## src/rtl/rv32_pkg.sv

```systemverilog
// Shared RV32 pipeline types: writeback source select plus hazard/stall controller state.
package rv32_pkg;

    typedef enum logic [1:0] {
        WB_MEM = 2'd0,
        WB_ALU = 2'd1,
        WB_PC4 = 2'd2
    } WBSel_t;

    typedef enum logic {
        HZ_IDLE = 1'b0,
        HZ_BUSY = 1'b1
    } HZ_STATE_t;

    localparam int HZ_MC_LATENCY_DEF = 4;

endpackage

```

## src/rtl/mc_seq_counter.sv

```systemverilog
// Multi-cycle EX occupancy sequencer: holds the front of the pipe while a
// P-extension op spends MC_LATENCY cycles in EX, flagging the final cycle.
module mc_seq_counter
    import rv32_pkg::*;
#(
    parameter int MC_LATENCY = HZ_MC_LATENCY_DEF
) (
    input  logic clk_i,
    input  logic rst_ni,
    input  logic mc_start_i,
    output logic mc_stall_o,
    output logic mc_busy_o,
    output logic mc_done_o
);

    localparam int CNT_W = $clog2(MC_LATENCY);
    localparam logic [CNT_W-1:0] CNT_LOAD = CNT_W'(MC_LATENCY - 2);

    HZ_STATE_t        state_q, state_d;
    logic [CNT_W-1:0] cnt_q, cnt_d;

    always_ff @(posedge clk_i or negedge rst_ni) begin
        if (!rst_ni) begin
            state_q <= HZ_IDLE;
            cnt_q   <= '0;
        end else begin
            state_q <= state_d;
            cnt_q   <= cnt_d;
        end
    end

    // The first EX cycle is spent in IDLE, so BUSY only counts the remaining ones.
    always_comb begin
        state_d    = state_q;
        cnt_d      = cnt_q;
        mc_stall_o = 1'b0;
        mc_done_o  = 1'b0;
        unique case (state_q)
            HZ_IDLE: begin
                if (mc_start_i) begin
                    mc_stall_o = 1'b1;
                    state_d    = HZ_BUSY;
                    cnt_d      = CNT_LOAD;
                end
            end
            HZ_BUSY: begin
                if (cnt_q == '0) begin
                    mc_done_o = 1'b1;
                    state_d   = HZ_IDLE;
                end else begin
                    mc_stall_o = 1'b1;
                    cnt_d      = cnt_q - CNT_W'(1);
                end
            end
            default: state_d = HZ_IDLE;
        endcase
    end

    assign mc_busy_o = (state_q == HZ_BUSY);

endmodule

```

## src/rtl/hazard_stall_ctrl.sv

```systemverilog
// Stall/flush controller for RAW hazards forwarding cannot cover, multi-cycle EX
// ops and taken branches; drives pipeline register enables and keeps perf counters.
module hazard_stall_ctrl
    import rv32_pkg::*;
#(
    parameter int MC_LATENCY = HZ_MC_LATENCY_DEF,
    parameter int PERF_W     = 32
) (
    input  logic              clk,
    input  logic              rst_n,
    input  logic [4:0]        rs1_ID,
    input  logic [4:0]        rs2_ID,
    input  logic              rs1_used_ID,
    input  logic              rs2_used_ID,
    input  logic              RegWEn_EX,
    input  WBSel_t            WBSel_EX,
    input  logic [4:0]        rd_EX,
    input  logic              RegWEn_MEM,
    input  WBSel_t            WBSel_MEM,
    input  logic [4:0]        rd_MEM,
    input  logic              br_taken_EX,
    input  logic              mc_start_EX,
    output logic              stall_PC,
    output logic              stall_IFID,
    output logic              stall_IDEX,
    output logic              flush_IFID,
    output logic              bubble_IDEX,
    output logic              bubble_EXMEM,
    output logic              mc_busy,
    output logic              mc_done,
    output logic [PERF_W-1:0] perf_stall_cnt,
    output logic [PERF_W-1:0] perf_flush_cnt
);

    logic mc_stall;
    logic hz_EX, hz_MEM, hz;
    logic [PERF_W-1:0] perf_stall_q, perf_stall_d;
    logic [PERF_W-1:0] perf_flush_q, perf_flush_d;

    function automatic logic match_id(input logic [4:0] rd, input logic [4:0] rs1,
                                      input logic [4:0] rs2, input logic use1,
                                      input logic use2);
        return (rd != 5'd0) && ((use1 && rd == rs1) || (use2 && rd == rs2));
    endfunction

    mc_seq_counter #(
        .MC_LATENCY(MC_LATENCY)
    ) u_mc_seq (
        .clk_i     (clk),
        .rst_ni    (rst_n),
        .mc_start_i(mc_start_EX),
        .mc_stall_o(mc_stall),
        .mc_busy_o (mc_busy),
        .mc_done_o (mc_done)
    );

    // Only ALU results are forwardable from EX/MEM; loads and PC+4 must reach MEM/WB.
    assign hz_EX  = RegWEn_EX && (WBSel_EX != WB_ALU)
                    && match_id(rd_EX, rs1_ID, rs2_ID, rs1_used_ID, rs2_used_ID);
    assign hz_MEM = RegWEn_MEM && (WBSel_MEM != WB_ALU)
                    && match_id(rd_MEM, rs1_ID, rs2_ID, rs1_used_ID, rs2_used_ID);
    assign hz     = hz_EX || hz_MEM;

    always_comb begin
        stall_PC     = 1'b0;
        stall_IFID   = 1'b0;
        stall_IDEX   = 1'b0;
        flush_IFID   = 1'b0;
        bubble_IDEX  = 1'b0;
        bubble_EXMEM = 1'b0;
        if (mc_stall) begin
            stall_PC     = 1'b1;
            stall_IFID   = 1'b1;
            stall_IDEX   = 1'b1;
            bubble_EXMEM = 1'b1;
        end else if (br_taken_EX) begin
            // The ID instruction is squashed, so any hazard it carries is moot.
            flush_IFID  = 1'b1;
            bubble_IDEX = 1'b1;
        end else if (hz) begin
            stall_PC    = 1'b1;
            stall_IFID  = 1'b1;
            bubble_IDEX = 1'b1;
        end
    end

    assign perf_stall_d = stall_PC   ? perf_stall_q + PERF_W'(1) : perf_stall_q;
    assign perf_flush_d = flush_IFID ? perf_flush_q + PERF_W'(1) : perf_flush_q;

    always_ff @(posedge clk or negedge rst_n) begin
        if (!rst_n) begin
            perf_stall_q <= '0;
            perf_flush_q <= '0;
        end else begin
            perf_stall_q <= perf_stall_d;
            perf_flush_q <= perf_flush_d;
        end
    end

    assign perf_stall_cnt = perf_stall_q;
    assign perf_flush_cnt = perf_flush_q;

endmodule

```

## config.mk

```make
export PLATFORM = sky130hd
export DESIGN_NAME = hazard_stall_ctrl
export DESIGN_NICKNAME = d
export VERILOG_FILES = /design/src/rtl/rv32_pkg.sv /design/src/rtl/mc_seq_counter.sv /design/src/rtl/hazard_stall_ctrl.sv
export SDC_FILE = /design/constraint.sdc
export NUM_CORES = 1
export LEC_CHECK = 0
export ABC_AREA = 1
export BUFFER_PORTS_ARGS = -buffer_cell sky130_fd_sc_hd__buf_2
export CAP_MARGIN = 20
export CORE_MARGIN = 1
export CORE_UTILIZATION = 40
export CTS_CLUSTER_SIZE = 10
export DETAILED_ROUTE_END_ITERATION = 7
export HOLD_SLACK_MARGIN = 0.05
export PLACE_DENSITY = 0.7
export SYNTH_ARGS = -nofsm -noshare
export SYNTH_HDL_FRONTEND = slang
export SYNTH_SLANG_ARGS = --single-unit
```

## constraint.sdc

```tcl
create_clock -name clk -period 2.2 [get_ports clk]
set_input_delay 0.44 -clock clk [delete_from_list [all_inputs] [get_ports clk]]
set_output_delay 0.44 -clock clk [all_outputs]
set_load 0.02 [all_outputs]
```

==> impl_results.md, run 1 <==
* Crit path DAT at 1.61 ns
* Hold Worst Slack at 0.07732 ns
* PD cells at 823.6 mW/mm²
* Clk pin slew, worst setup/hold paths at 0.06 ns
* Setup Crit Path Kind: reg -> out
* Avg Cell Area, Syn at 6.662 µm²
* Final GP Congestion at 0.8993
* Buffers on Ports at 103
* Post-layout util at 50.84%
* Pleak at 0.003000 µW
* Final hold viol count at 0
* Vias per inst at 4.924
* YS warnings at 0
* Resize count post-CTS at 0
* Core area at 0.01094 mm²
* Total area of sequential cells at 0.001677 mm²
* CTS tree: yes
* Final Power at 4578 µW
* Slew headroom at 56.50%
* Reg2Reg Launch Point: u_mc_seq.cnt_q[0]
* Final global-route overflow total at 0
* FF-to-FF path depth at 10
* Max-slew violations at 0
* EDFF count, synth at 0
* Required time of the critical path at 1.76 ns
* Die width at 108.3 µm
* Vias post-DR at 4589
* Synthesis-to-layout area growth at 23.07%
* Ant. Diodes at 0
* Routed WL per cell at 12.88 µm
* Fill cells at 1125
* Yosys cell types at 29
* Worst-Skew Late Latency at 0.33 ns
* Starting DRT DRC Count at 296
* Setup crit end kind: output pin
* H-tree levels at 3
* Post-synthesis sequential area ratio at 37.12%
* # DRC at 0
* Largest net degree at the start of global routing at 49
* Dpl cell area at 0.005245 mm²
* Final setup vio count at 0
* Post-CTS Hold Buffers at 0
* Tcrit/Tclk final at 93.11%
* Share of cells above drive strength 1 at 19.07%
* Mapped Cells at 678
* Max Clock Skew at 0.008624 ns
* Root buf cell: clkbuf_16
* Ys async rst share at 100.0%
* Ys flop type: dfrtp_1
* Drt first pass iters at 5
* Total CTS buffers at 9
* Chip height at 108.3 µm
* RSZ-0062 raised after global routing: yes
* Flop2flop setup slack at 0.26 ns
* Multi-input logic area at 0.002506 mm²
* Post-DP HPWL at 9.053 mm
* Initial Utilization at 41.30%
* Fmax achieved at 488.2 MHz
* Total I/O pin count at 104
* Post-CTS Setup Bufs at 0
* Final std cells w/o fill at 932
* Initial antenna violation count at 0
* Total track usage at 21.86%
* Tightest Pin Transition at 0.6475 ns
* Hold Crit Class: in -> async
* Startpoint Class: flip-flop
* Vias in the first global route at 4348
* Max-cap check violation count at 0
* First-pass GRT wire length at 20.37 mm
* Rows at 38
* Synthesized cell area at 0.004517 mm²
* Peak VDD IR at 400.7 µV
* Design Area, Final at 0.005559 mm²
* Status: finished clean
* FF+latch count, synth at 67
* Crit-path max FO at 6
* Fin nets at 822
* Die area at 0.01172 mm²
* CTS max path bufs at 2
* Synthesized net count at 713
* Drt total wl at 12.01 mm
* Placed Instances at 916
* FF-to-FF End: perf_flush_cnt[12]
* Final ANT Viol Nets at 0
* Post-layout min period at 2.048 ns
* Clock Sinks at 67
==> logic make-up after synthesis <==
family | after synthesis | share of synthesized area, %
AO/OA/AOI/OAI | 12 | 1.579
XOR/XNOR | 47 | 9.114
adder cells (fa/ha/maj) | 3 | 0.8311
buffers and inverters | 87 | 7.451
flip-flops | 67 | 37.12
AND/OR/NAND/NOR | 462 | 43.91
==> worst max-delay path by stage <==
stage                                 start          end  slack, ns
final                     u_mc_seq.cnt_q[0]  bubble_IDEX       0.15
after global routing      u_mc_seq.cnt_q[0]  bubble_IDEX     -0.004
after CTS                 u_mc_seq.cnt_q[0]  bubble_IDEX       0.05
after detailed placement           rd_EX[1]   stall_IFID       0.21
after global placement             rd_EX[1]     stall_PC       0.20
after floorplan                    rd_EX[1]     stall_PC       0.04
==> flip-flops by register name (all words and copies together) (netlist names) <==
register,cells
u_mc_seq.cnt_q,2
perf_flush_cnt,32
perf_stall_cnt,32
u_mc_seq.mc_busy_o,1
==> per-layer routing <==
metal  wire (µm)  GRT usage, %  up-vias
li1            -             -     2358
met3         598         2.954       15
met1        5935         31.86     2090
met5           0             0        -
met4         157         6.757        0
met2        5313         33.48      126
==> per-stage QoR <==
step                worst slack, ns  setup TNS (ns)
floorplan                   0.03865               0
global placement             0.2023               0
detailed placement           0.2148               0
CTS                         0.05452               0
global route              -0.003821       -0.003821
finish                       0.1517               0
==> worst max-delay path: stages (launching register included) <==
cell and delay, ns:
dfrtp_1 0.36, inv_1 0.05, ha_1 0.20, nand2_1 0.10
inv_2 0.05, nor2_2 0.14, buf_4 0.17, a31oi_1 0.04
buf_4 0.16
==> layout make-up <==
cell class              instances  area share [%]
multi-input cells             524           45.08
flip-flops and latches         67           30.16
well taps                     140           3.151
inverters                      71           4.794
repair buffers                114           11.25
clock inverters                 6           1.440
clock buffers                  10           4.119
==> synthesized netlist by cell type (7+ instances only) <==
| cell type | count | share of area, % |
|---|---|---|
| dfrtp_1 | 67 | 37 |
| nor3_1 | 20 | 2.2 |
| inv_1 | 58 | 4.8 |
| nand3_1 | 95 | 11 |
| xnor2_1 | 19 | 3.7 |
| nand3b_1 | 7 | 1.2 |
| nor2_1 | 83 | 6.9 |
| nand4_1 | 10 | 1.4 |
| clkbuf_1 | 8 | 0.66 |
| inv_2 | 12 | 1.0 |
| xor2_1 | 28 | 5.4 |
| nand2_1 | 239 | 20 |
==> placed cells by master, fill, tap and decap left out, types with 2 or more instances in the layout <==
| cell type | count |
|---|---|
| a31oi_1 | 2 |
| buf_12 | 2 |
| buf_2 | 102 |
| buf_4 | 10 |
| bufinv_16 | 2 |
| clkbuf_16 | 9 |
| clkinv_2 | 4 |
| dfrtp_1 | 67 |
| ha_1 | 3 |
| inv_1 | 58 |
| inv_2 | 12 |
| nand2_1 | 239 |
| nand3_1 | 95 |
| nand3b_1 | 7 |
| nand4_1 | 10 |
| nor2_1 | 82 |
| nor2_2 | 3 |
| nor3_1 | 20 |
| nor3_4 | 2 |
| o21ai_0 | 2 |
| o21ai_1 | 5 |
| xnor2_1 | 19 |
| xor2_1 | 28 |
==> where the power goes <==
group | switching [µW] | total, µW | internal [µW] | leakage [µW]
logic | 1010 | 1480 | 468 | 0.00195
clock network | 524 | 1510 | 984 | 0.000156
registers | 205 | 1590 | 1390 | 0.000890
total | 1740 | 4580 | 2840 | 0.00300
(Power assumes the default switching activity.)
==> run 2: changes to the inputs <==
--- a/config.mk
+++ b/config.mk
@@ -7,7 +7,6 @@
 export LEC_CHECK = 0
 export ABC_AREA = 1
 export BUFFER_PORTS_ARGS = -buffer_cell sky130_fd_sc_hd__buf_2
-export CAP_MARGIN = 20
 export CORE_MARGIN = 1
 export CORE_UTILIZATION = 40
 export CTS_CLUSTER_SIZE = 10
==> constraint.sdc (replaced) <==
create_clock -name clk -period 2.55 [get_ports clk]
set_input_delay 0.51 -clock clk [delete_from_list [all_inputs] [get_ports clk]]
set_output_delay 0.51 -clock clk [all_outputs]
set_load 0.02 [all_outputs]
==> impl_results.md, run 2 (synthesized netlist as in run 1, its figures left out) <==
* Status: finished clean
* Tightest Pin Transition at 0.5797 ns (-0.06786 ns)
* Setup TNS at 0 ns (unchanged)
* Chip height at 108.3 µm (unchanged)
* Total CTS buffers at 9 (unchanged)
* Final GP Congestion at 0.8921 (-0.80%)
* Post-layout util at 50.50% (-0.33 points)
* Clock Sinks at 67 (unchanged)
* Tcrit/Tclk final at 86.77%
* Multi-input logic area at 0.002504 mm² (about the same)
* Max-slew violations at 0 (unchanged)
* Root buf cell: clkbuf_16
* Max Clock Skew at 0.01096 ns (+0.002335 ns)
* Routed WL per cell at 12.66 µm (-1.7%)
* Fill cells at 1153 (+2.5%)
* Die width at 108.3 µm (unchanged)
* PD cells at 707.2 mW/mm² (-14%)
* Initial Utilization at 41.30% (unchanged)
* Worst-path cell chain: inv_1 -> ha_1 -> nand2_1 -> inv_2 -> nor2_1 -> buf_4 -> a31oi_1 -> buf_2
* RSZ-0062 raised after global routing: no
* Slowest cell delay on critical path at 0.37 ns (about the same)
* Switch Pwr at 1499 µW (-14%)
* Starting DRT DRC Count at 391 (+32%)
* Final setup margin at 0.3375 ns (+0.1858 ns)
* Setup crit end kind: output pin
* Core area at 0.01094 mm² (unchanged)
* Die area at 0.01172 mm² (unchanged)
* Most common cell after layout, fill and taps aside: nand2_1
* Final setup vio count at 0 (unchanged)
* Slew headroom at 61.06% (+4.6 points)
* Part of the power in combinational logic at 31.7% (-0.6 points)
* CTS tree: yes
* Switching share of total power at 38.37% (+0.38 points)
* Rows at 38 (unchanged)
* Post-CTS Setup Bufs at 0 (unchanged)
* Crit path DAT at 1.70 ns (+0.09 ns)
* Resize count post-CTS at 0 (unchanged)
* Max-cap check violation count at 0 (unchanged)
* Total track usage at 21.38% (-0.48 points)
* Drt total wl at 11.75 mm (-2.2%)
* Vias post-DR at 4602 (+0.28%)
* Fmax achieved at 452.0 MHz
* Crit-path max FO at 6 (unchanged)
* Share of cells above drive strength 1 at 18.65% (-0.41 points)
* Initial antenna violation count at 0 (unchanged)
* # DRC at 0 (unchanged)
* Pleak at 0.002973 µW (-0.88%)
* Post-DP HPWL at 8.849 mm (-2.3%)
* Buffers plus inverters on the worst setup path at 4 (unchanged)
* Hold Crit Class: in -> async
* Drt first pass iters at 5 (unchanged)
* Flop2flop setup slack at 0.56 ns (+0.30 ns)
* Buffers on Ports at 103 (unchanged)
* Ant. Diodes at 0 (unchanged)
* Required time of the critical path at 2.04 ns (+0.28 ns)
* Fin nets at 819 (-0.36%)
* Final hold viol count at 0 (unchanged)
* Worst-Skew Late Latency at 0.34 ns (about the same)
* Total I/O pin count at 104 (unchanged)
* Reg power frac at 35.3% (+0.5 points)
* Worst path top cell family by delay: buffers and inverters
* Clk pin slew, worst setup/hold paths at 0.06 ns (about the same)
* Synthesis-to-layout area growth at 22.27%
* Largest net degree at the start of global routing at 46 (-6.1%)
* Vias in the first global route at 4140 (-4.8%)
* Vias per inst at 4.959 (+0.72%)
* Most frequent cells in the layout: nand2_1 (239), buf_2 (103), nand3_1 (95)
* Slowest CP cell: dfrtp_1
* Clk pwr share at 33.0% (about the same)
* Int Pwr at 2407 µW (-15%)
* Startpoint Class: flip-flop
* H-tree levels at 3 (unchanged)
* Total area of sequential cells at 0.001677 mm² (unchanged)
* Post-CTS Hold Buffers at 0 (unchanged)
* First-pass GRT wire length at 19.77 mm (-2.9%)
* Peak VDD IR at 312.8 µV (-22%)
* Dpl ws at 0.4182 ns (+0.2034 ns)
* Post-layout min period at 2.213 ns
* Final global-route overflow total at 0 (unchanged)
* Setup Crit Path Kind: reg -> out
* CTS max path bufs at 2 (unchanged)
* Final ANT Viol Nets at 0 (unchanged)
[run 2: cell count changes in the layout (fill, tap and decap cells not counted), sizes merged]
cell | previous run | this run
bufinv | 2 | 1
buf | 114 | 111
clkinv | 5 | 2
clkinvlp | 0 | 1
clkbuf | 10 | 12
[run 2: routing by layer]
metal  GRT usage [%]  vias to the layer above  wire length (µm)
li1                -                     2353                 -
met1           30.22                     2075              5769
met2           32.85                      157              5113
met3           3.074                       17               664
met4           8.398                        0               198
met5               0                        -                 0
[run 2: worst paths after layout]
| check | startpoint | end | cells after the start |
|---|---|---|---|
| setup / recovery | u_mc_seq.cnt_q[0] | bubble_IDEX | 8 |
| hold / removal | rst_n | perf_stall_cnt[4] | 1 |
| setup reg to reg | perf_stall_cnt[1] | perf_stall_cnt[28] | 9 |
| hold reg to reg | perf_flush_cnt[31] | perf_flush_cnt[31] | 1 |
| max in group asynchronous | rst_n | perf_flush_cnt[22] | 2 |
| min in group clk | perf_flush_cnt[31] | perf_flush_cnt[31] | 1 |
[run 2: area by class of cell]
class | count | share of cell area [%]
clock buffer | 12 | 4.826
clock inverter | 3 | 0.8382
inverter | 71 | 4.826
multi-input combinational | 524 | 45.33
sequential | 67 | 30.36
tap | 140 | 3.172
timing repair buffer | 111 | 10.65
[run 2: per-stage QoR]
step	power, µW	std cells	hold WS [ns]	area (µm²)
after floorplan	2195	678	0.2144	4517
after detailed placement	2635	913	0.4629	5210
after CTS	3940	928	0.1660	5523
after global routing	4132	928	0.1988	5523
after global placement	2632	913	0.4589	5210
final	3906	928	0.1519	5523
[run 2: power groups by stage]
stage | Clock [µW] | Combinational [µW] | Sequential [µW]
2_1_floorplan | 0 | 704 | 1490
3_3_place_gp | 0 | 1240 | 1390
3_5_place_dp | 0 | 1250 | 1390
4_1_cts | 1320 | 1250 | 1370
5_1_grt | 1340 | 1390 | 1400
6_report | 1290 | 1240 | 1380
[run 2: worst reg2reg max path: cells and delay by family, from the launching register on]
family / cells / cell delay [ns]
flip-flops: 1 / 0.42
XOR/XNOR: 1 / 0.13
AND/OR/NAND/NOR: 7 / 1.07
adder cells (fa/ha/maj): 1 / 0.25
==> run 3: changes to the inputs <==
--- a/config.mk
+++ b/config.mk
@@ -7,6 +7,7 @@
 export LEC_CHECK = 0
 export ABC_AREA = 1
 export BUFFER_PORTS_ARGS = -buffer_cell sky130_fd_sc_hd__buf_2
+export CORE_ASPECT_RATIO = 0.6
 export CORE_MARGIN = 1
 export CORE_UTILIZATION = 40
 export CTS_CLUSTER_SIZE = 10
==> impl_results.md, run 3 (synthesized netlist as in run 1, its figures left out) <==
* Final ANT Viol Nets at 0 (unchanged)
* Die area at 0.01173 mm² (+0.11%)
* Initial Utilization at 41.91% (+0.61 points)
* Post-DP HPWL at 10.25 mm (+16%)
* Reg power frac at 32.3% (-3.0 points)
* Slowest cell delay on critical path at 0.21 ns (-0.16 ns)
* Worst-path cell chain: buf_2 -> inv_1 -> nand2_1 -> nand2_1 -> nor2_1 -> nand3_1 -> nand2_1 -> nand2_1 -> nand2_1 -> nand2_1 -> nand2_1 -> buf_2
* Pleak at 0.003017 µW (+1.5%)
* Crit-path max FO at 3 (-3)
* Most frequent cells in the layout: nand2_1 (239), buf_2 (103), nand3_1 (95)
* Routed WL per cell at 14.61 µm (+15%)
* Vias in the first global route at 4264 (+3.0%)
* Final setup vio count at 0 (unchanged)
* Max-cap check violation count at 0 (unchanged)
* # DRC at 6 (+6)
* Part of the power in combinational logic at 29.7% (-2.0 points)
* PD cells at 762.7 mW/mm² (+7.8%)
* Clk pin slew, worst setup/hold paths at 0.06 ns (about the same)
* Core area at 0.01078 mm² (-1.5%)
* Total track usage at 24.24% (+2.9 points)
* Setup TNS at 0 ns (unchanged)
* CTS max path bufs at 2 (unchanged)
* Buffers on Ports at 103 (unchanged)
* Tightest Pin Transition at 0.6238 ns (+0.04416 ns)
* Synthesis-to-layout area growth at 24.10%
* Total I/O pin count at 104 (unchanged)
* Switch Pwr at 1547 µW (+3.2%)
* CTS tree: yes
* Chip height at 84.31 µm (-22%)
* Final hold viol count at 0 (unchanged)
* Share of cells above drive strength 1 at 18.86% (+0.21 points)
* RSZ-0062 raised after global routing: no
* Switching share of total power at 36.18% (-2.2 points)
* Worst path top cell family by delay: simple AND/OR/NAND/NOR gates
* Most common cell on crit path: nand2_1
* Fmax achieved at 446.5 MHz (-1.2%)
* Largest net degree at the start of global routing at 41 (-11%)
* Root buf cell: clkbuf_16
* Final global-route overflow total at 0 (unchanged)
* Drt first pass iters at 8 (+3)
* Worst-Skew Late Latency at 0.33 ns (about the same)
* Starting DRT DRC Count at 409 (+4.6%)
* Post-layout min period at 2.239 ns (+0.02694 ns)
* Status: finished, violations left
* Int Pwr at 2728 µW (+13%)
* Buffers plus inverters on the worst setup path at 3 (-1)
* H-tree levels at 3 (unchanged)
* Clock Sinks at 67 (unchanged)
* Failing checks: design-rule violations
* Clk pwr share at 38.0% (+5.0 points)
* Peak VDD IR at 630.9 µV (+100%)
* Most common cell after layout, fill and taps aside: nand2_1
* Die width at 139.2 µm (+29%)
* Slowest CP cell: buf_2
* Startpoint Class: input port
* Max-slew violations at 0 (unchanged)
* Tcrit/Tclk final at 87.82% (+1.1 points)
* Required time of the critical path at 2.04 ns (about the same)
* Crit path DAT at 1.73 ns (+0.03 ns)
* Final GP Congestion at 0.9268 (+3.9%)
* Total CTS buffers at 9 (unchanged)
* Slew headroom at 58.09% (-3.0 points)
* Resize count post-CTS at 0 (unchanged)
* Post-CTS Hold Buffers at 0 (unchanged)
* Vias post-DR at 4732 (+2.8%)
* Setup crit end kind: output pin
* First-pass GRT wire length at 22.25 mm (+13%)
* Setup Crit Path Kind: in -> out
* Max Clock Skew at 0.008966 ns (-0.001993 ns)
* Post-CTS Setup Bufs at 0 (unchanged)
* Fin nets at 820 (+0.12%)
* Ant. Diodes at 0 (unchanged)
* Vias per inst at 5.094 (+2.7%)
* Rows at 29 (-24%)
* Hold Crit Class: in -> async
* Drt total wl at 13.57 mm (+16%)
* Initial antenna violation count at 1 (+1)
* Hold Worst Slack at 0.1443 ns (-0.007540 ns)
==> run 3: changes by cell type in the layout (fill, tap and decap cells not counted) <==
cell / change
clkinvlp_4: -1
clkinv_2: +1
clkbuf_8: -3
bufinv_16: +4
buf_4: +1
==> run 3: metrics by stage <==
stage	std cells	total power (µW)	area, µm²	utilization, %	setup WS (ns)
floorplan	678	2195	4517	-	0.2486
global placement	913	2640	5216	48.40	0.3311
detailed placement	913	2656	5216	48.40	0.3520
CTS	929	4302	5605	52.01	0.3356
global route	929	4491	5605	52.01	0.1638
finish	929	4275	5605	52.01	0.3105
==> run 3: final timing paths <==
path	startpoint	endpoint	slack (ns)	depth (start not counted)
max reg2reg	perf_stall_cnt[0]	perf_stall_cnt[28]	0.44	9
min reg2reg	perf_flush_cnt[31]	perf_flush_cnt[31]	0.47	1
min	rst_n	perf_stall_cnt[15]	0.14	1
max in group asynchronous	rst_n	u_mc_seq.mc_busy_o	1.79	2
max	rd_MEM[3]	stall_PC	0.31	12
min in group clk	perf_flush_cnt[31]	perf_flush_cnt[31]	0.47	1
==> run 3: area by class of cell <==
type / count / area [µm²]
Clock buffer: 9 / 225.2
Clock inverter: 7 / 163.9
Fill cell: 1090 / 5171
Inverter: 71 / 266.5
Multi-Input combinational cell: 524 / 2504
Sequential cell: 67 / 1677
Tap cell: 139 / 173.9
Timing Repair Buffer: 112 / 595.6
==> run 3: power groups by stage <==
stage / Combinational, µW / Sequential, µW / Clock (µW)
finish: 1270 / 1380 / 1630
global route: 1400 / 1400 / 1690
CTS: 1270 / 1370 / 1660
detailed placement: 1260 / 1390 / 0
global placement: 1250 / 1390 / 0
floorplan: 704 / 1490 / 0
==> run 3: worst reg2reg max path: cells and delay by family, from the launching register on <==
| family | cells | cell delay, ns |
|---|---|---|
| simple gates | 7 | 1.16 |
| fa+ha+maj | 1 | 0.27 |
| flops | 1 | 0.45 |
| xor+xnor | 1 | 0.13 |
==> run 3: per-layer routing <==
metal	vias to the layer above	GRT usage [%]	part of all wire [%]
li1	2355	-	-
met1	2182	38.74	52
met2	189	31.22	38
met3	6	7.359	9.2
met4	0	4.040	0.53
met5	-	0	0
